--- src/rtl/mult_bcd_converter.sv ---
// Captures a signed product on the rising edge of mult_ready and converts its
// magnitude to packed BCD by sequential double-dabble, with sign and blank mask.
module mult_bcd_converter #(
  parameter int IN_W   = 16,
  parameter int DIGITS = 5,
  parameter int CNT_W  = 5
) (
  input  logic                  clk,
  input  logic                  reset,
  input  logic                  mult_ready,
  input  logic [IN_W-1:0]       mult,
  output logic                  busy,
  output logic                  bcd_valid,
  output logic                  sign,
  output logic [4*DIGITS-1:0]   bcd,
  output logic [DIGITS-1:0]     blank
);

  localparam int BCD_W = 4 * DIGITS;

  typedef enum logic [1:0] {
    IDLE    = 2'd0,
    CONVERT = 2'd1,
    DONE    = 2'd2
  } state_t;

  state_t             state_q;
  logic               rdy_q;
  logic               sign_q;
  logic [IN_W-1:0]    mag_q;
  logic [IN_W-1:0]    mag_d;
  logic [BCD_W-1:0]   work_q;
  logic [BCD_W-1:0]   work_d;
  logic [CNT_W-1:0]   cnt_q;
  logic [DIGITS-1:0]  blank_d;
  logic               capture;
  logic               nz;

  // Only a low-to-high transition of the ready level starts a conversion.
  assign capture = mult_ready & ~rdy_q;
  assign mag_d   = mult[IN_W-1] ? (~mult + IN_W'(1)) : mult;

  always_comb begin
    work_d = work_q;
    for (int i = 0; i < DIGITS; i++) begin
      if (work_q[4*i +: 4] >= 4'd5) begin
        work_d[4*i +: 4] = work_q[4*i +: 4] + 4'd3;
      end
    end
  end

  // A digit is blank while it and every more significant digit are zero.
  always_comb begin
    blank_d = '0;
    nz      = 1'b0;
    for (int i = DIGITS - 1; i >= 1; i--) begin
      nz         = nz | (work_q[4*i +: 4] != 4'd0);
      blank_d[i] = ~nz;
    end
  end

  always_ff @(posedge clk) begin
    if (!reset) begin
      state_q   <= IDLE;
      rdy_q     <= 1'b0;
      sign_q    <= 1'b0;
      mag_q     <= '0;
      work_q    <= '0;
      cnt_q     <= '0;
      busy      <= 1'b0;
      bcd_valid <= 1'b0;
      sign      <= 1'b0;
      bcd       <= '0;
      blank     <= '0;
    end else begin
      rdy_q     <= mult_ready;
      bcd_valid <= 1'b0;
      case (state_q)
        IDLE: begin
          if (capture) begin
            sign_q  <= mult[IN_W-1];
            mag_q   <= mag_d;
            work_q  <= '0;
            cnt_q   <= '0;
            busy    <= 1'b1;
            state_q <= CONVERT;
          end
        end
        CONVERT: begin
          work_q <= {work_d[BCD_W-2:0], mag_q[IN_W-1]};
          mag_q  <= {mag_q[IN_W-2:0], 1'b0};
          cnt_q  <= cnt_q + CNT_W'(1);
          if (cnt_q == CNT_W'(IN_W - 1)) begin
            state_q <= DONE;
          end
        end
        DONE: begin
          bcd       <= work_q;
          sign      <= sign_q & (work_q != '0);
          blank     <= blank_d;
          bcd_valid <= 1'b1;
          busy      <= 1'b0;
          state_q   <= IDLE;
        end
        default: state_q <= IDLE;
      endcase
    end
  end

endmodule

--- config.mk ---
export PLATFORM = sky130hd
export DESIGN_NAME = mult_bcd_converter
export DESIGN_NICKNAME = d
export VERILOG_FILES = /design/src/rtl/mult_bcd_converter.sv
export SDC_FILE = /design/constraint.sdc
export NUM_CORES = 1
export LEC_CHECK = 0
export ABC_CLOCK_PERIOD_IN_PS = 2300
export CAP_MARGIN = 25
export CORE_UTILIZATION = 50
export CTS_CLUSTER_DIAMETER = 60
export CTS_CLUSTER_SIZE = 10
export DETAILED_ROUTE_END_ITERATION = 8
export PLACE_DENSITY_LB_ADDON = 0.2
export SLEW_MARGIN = 20
export SYNTH_ARGS = -nofsm -noshare
export SYNTH_HDL_FRONTEND = slang
export SYNTH_SLANG_ARGS = --single-unit
--- constraint.sdc ---
create_clock -name clk -period 2.3 [get_ports clk]
set_input_delay 0.46 -clock clk [delete_from_list [all_inputs] [get_ports clk]]
set_output_delay 0.46 -clock clk [all_outputs]
set_load 0.01 [all_outputs]
======== Word level (Yosys, flattened, before mapping) ========
Cells that the tools add are included.
operators by class
  $add $sub $neg .......................... 7
  magnitude comparators ................... 5
  equal/unequal tests ..................... 5
  muxes and demuxes ....................... 18
  bitwise logic cells ..................... 11
  reductions and logical operators ........ 12
operators by type and width
  kind                   count
  $pmux 20 s2            1
  $mux 16                2
  $pmux 16 s2            1
  $ge 4x3->1 const B     5
  $mux 20                1
  $reduce_bool 20->1     1
  $add 16x1->16 const B  1
  $add 4x2->4 const B    4
  $mux 4                 4
  $not 16->16            1
  $reduce_bool 4->1      4
  $pmux 5 s2             1
  $reduce_and 2->1       4
  $add 5x1->5 const B    1
  $eq 5x4->1 const B     1
  $mux 5                 1
  $not 1->1              5
  $mux 2                 2
  $ne 2x2->1 const B     2
  $pmux 2 s2             1
  $reduce_bool 2->1      2
  $add 3x2->3 const B    1
  $mux 3                 1
  $or 1x1->1             3
  other kinds (6)        8
storage, ports and cells
  bits in registers ....................... 72
  bits of input ports ..................... 19
  output and inout bits ................... 28
  logic and storage cells ................. 69

======== Depth between registers and ports, before layout ========
  depth in word-level cells ............... 5
  mapped depth ............................ 7
  gate-level depth less buffers ........... 6

======== Worst setup path after synthesis ========
Ideal clock, no wire load.
  kind .................................... register to register
  start point ............................. register work_q[16]
  end point ............................... register sign
  setup time .............................. 0.114 ns
  arrival time ............................ 1.691 ns
  required time ........................... 2.186 ns
  slack ................................... 0.494 ns
  cell stages (with the launch flop) ...... 7
  buffers on the path ..................... 0
  period minus slack after synthesis ...... 1.806 ns
  cell sequence ........................... dfxtp_1 inv_1 ha_1 nor3b_1 nand4_1 or4b_1 a21bo_1
on the way
  word-level cells in the longest chain between the ends .. 2
RTL lines
  element                 line  text
  start, declared         32    logic [BCD_W-1:0] work_q;
  start signal, assigned  90    work_q <= {work_d[BCD_W-2:0], mag_q[IN_W-1]};
  $reduce_bool 20->1      99    sign <= sign_q & (work_q != '0);
  $and 1x1->1             99
  end signal, assigned    99
  end, declared           14    output logic sign,
No other way between the ends.
A chain may end at the register's enable or synchronous reset.

======== Final worst setup path ========
Ends and elaborated chain as after synthesis.

==> impl_metrics.yaml <==
outcome:
  outcome: "complete, no violations"
layout:
  fillers: 557
  design_area_um2: 4260
  ff_latch_area_um2: 1440
  drive_gt1_frac: 0.0808
  diodes: 0
  instances_no_fill: 538
  multi_input_area_um2: 1870
  area_delta_synth_final_pct: 22.1
  nNetsFinal: 489
power:
  p_per_area_nw_per_um2: 594
  ir_drop_uv: 344
  leakage_nw: 1.61
  finalPower_mw: 2.53
floorplanning:
  start_util: 0.516
  die-area_um2: 7320
  die_w_um: 85.5
  ios: 47
  core_region_area_um2: 6760
  die_h_um: 85.5
  num_rows: 30
timing:
  tightest_slew_ps: 834
  min_period_over_period: 0.880
  finalSetupTns_ps: 0
  fin_crit_ps: 2020
  setup_viol: 0
  max_freq_mhz: 494
  drv_slew: 0
  finalHoldViolations: 0
  rsz0062_at_grt: "no"
  relSlewSlack: 0.444
  skew_ps: 8.79
global_routing:
  antenna_found_initial: 0
  grt_pass1_wl_mm: 13.6
  grt_usage: 0.238
  grt_max_degree: 24
  grt.overflow.total: 0
  grt_pass1_vias: 2880
placement:
  post-dp-hpwl_mm: 5.52
  placed_area_um2: 4070
  io_buffer_count: 45
  placed_cells: 522
  gp_congestion: 0.822
routing:
  vias_per_cell: 5.84
  wl_per_cell_um: 15.3
  drt_first_iter_violations: 174
  vias: 3141
  drc: 0
  drtPass1Iterations: 5
  routed_wl_mm: 8.25
  ant_nets: 0
logic_synthesis:
  synth_edf_count: 0
  synth_area_um2: 3490
  postSynthCellCount: 404
  async_flop_share: 0
  ys_warn_count: 0
  yosys_register_bits: 72
  seq_area_frac_synth: 0.413
  synthFlopType: "dfxtp_1"
  yosysUniqueCellTypes: 51
  synth_nets: 440
  syn_area_per_cell_um2: 8.64
job:
  cap_violations: 0
cts:
  clock_sinks: 72
  cts_resized: 0
  tritoncts: "done"
  cts_setup_buffers: 0
  clk_pin_slew_worst_paths_ps: 80
  insertion_delay_ps: 350
  cts_hold_buffers: 0
  cts_buffers: 9
  cts_buffer_depth: 2
  htree_levels: 3
  root_buffer: "clkbuf_8"
setup_path:
  critPathMaxFanout: 5
  crit_slowest_cell: "or4b_1"
  crit_type: "flip-flop to flip-flop"
  crit_chain: "inv_1, ha_1, nor3b_1, nand4_1, or4b_1, a21bo_1"
  critPathLaunchType: "flip-flop"
  endpoint_kind: "flip-flop"
  critPathBufInv: 1
  arrival_ps: 2270
  crit_family: "simple AND/OR/NAND/NOR gates"
  worstPathRequired_ps: 2540
  max_stage_delay_ps: 600
worst_hold_path:
  hold_class: "flip-flop to flip-flop"
[routing by layer]
| metal | global-route usage | routed length [um] | share of wire | vias up |
|---|---|---|---|---|
| li1 | - | - | - | 1556 |
| met1 | 0.322 | 4010 | 0.49 | 1484 |
| met2 | 0.377 | 3750 | 0.45 | 91 |
| met3 | 0.0606 | 390 | 0.047 | 10 |
| met4 | 0.0697 | 102 | 0.012 | 0 |
| met5 | 0 | 0 | 0 | - |
[Yosys cell counts (all sizes together) (3+ instances only)]
master	n	area, um^2
a21boi	3	22.5
a21o	6	45.0
a21oi	39	195
a22o	12	105
a22oi	6	45.0
a32o	5	50.1
and3	4	25.0
buf	9	50.1
clkbuf	18	67.6
dfxtp	72	1440
ha	17	213
inv	15	56.3
mux2i	6	60.1
nand2	55	206
nand2b	9	56.3
nand3	8	40.0
nand4	6	37.5
nor2	18	67.6
nor2b	3	18.8
nor3	7	35.0
nor3b	6	45.0
nor4	4	25.0
o2111ai	4	35.0
o21ai	9	45.0
o21bai	3	22.5
o221ai	6	52.6
o22ai	3	18.8
o2bb2ai	4	35.0
o31ai	3	22.5
or3	5	31.3
or4	7	52.6
xnor2	7	61.3
xor2	4	35.0
[sequential cells by signal (all words and copies together), names as in the netlist, 2 cells and up]
register  flops
bcd          20
work_q       20
mag_q        16
cnt_q         5
blank         4
state_q       2
[power breakdown]
group	internal, mW	switching [mW]
Combinational	0.107	0.142
Clock	0.502	0.485
Sequential	1.27	0.0200
[tightest hold or removal path, cell delays in order (launching register included)]
cell and delay, ps:
dfxtp_1 310, nand2_1 50, a21oi_1 50
[layout by cell type, fill, tap and decap left out, types with 3 or more instances in the layout]
master,count
mux2i_1,6
o31ai_1,3
o2bb2ai_1,4
a21oi_1,39
or3_1,5
a21o_1,6
xor2_1,4
ha_1,17
a32o_1,5
nand3_1,8
nand2b_1,9
or4_1,7
nor3_1,7
clkbuf_8,9
nor2b_1,3
o21ai_0,9
a21boi_1,3
and3_1,4
xnor2_1,7
nand4_1,6
nand2_1,55
inv_1,15
nor2_1,18
o21bai_1,3
o221ai_1,6
o2111ai_1,4
nor3b_1,6
a22o_1,12
a22oi_1,6
clkdlybuf4s50_1,45
dfxtp_1,72
buf_4,20
o22ai_1,3
nor4_1,4
[cells by family after synthesis]
family,Yosys count,synth area share
adder cells (fa/ha/maj),17,0.0610
other,1,0.00107
AND/OR/NAND/NOR,140,0.201
multiplexers,6,0.0172
flip-flops,72,0.413
AO/OA/AOI/OAI,114,0.228
buffers and inverters,43,0.0509
XOR/XNOR,11,0.0276
[through the flow]
step,hold slack [ps],setup WS (ps),utilization
after floorplan,432,494,-
after global placement,443,41.5,0.603
after detailed placement,446,-20.5,0.603
after CTS,457,272,0.631
after global routing,474,127,0.631
final,453,277,0.631
[cell type report]
cell class,count,area share
Clock inverter,5,0.0135
Sequential cell,72,0.338
Multi-Input combinational cell,289,0.439
Inverter,16,0.0141
Tap cell,80,0.0235
Timing Repair Buffer,65,0.141
Clock buffer,11,0.0308
[path summary, 6_finish.rpt]
path              startpoint  endpoint  cells after the start  slack [ps]
setup reg to reg  work_q[16]      sign                      6         280
setup / recovery  work_q[16]      sign                      6         280
hold / removal       bcd[17]   bcd[17]                      2         450
hold reg to reg      bcd[17]   bcd[17]                      2         450
No activity file was read; power rests on OpenSTA's default activity.
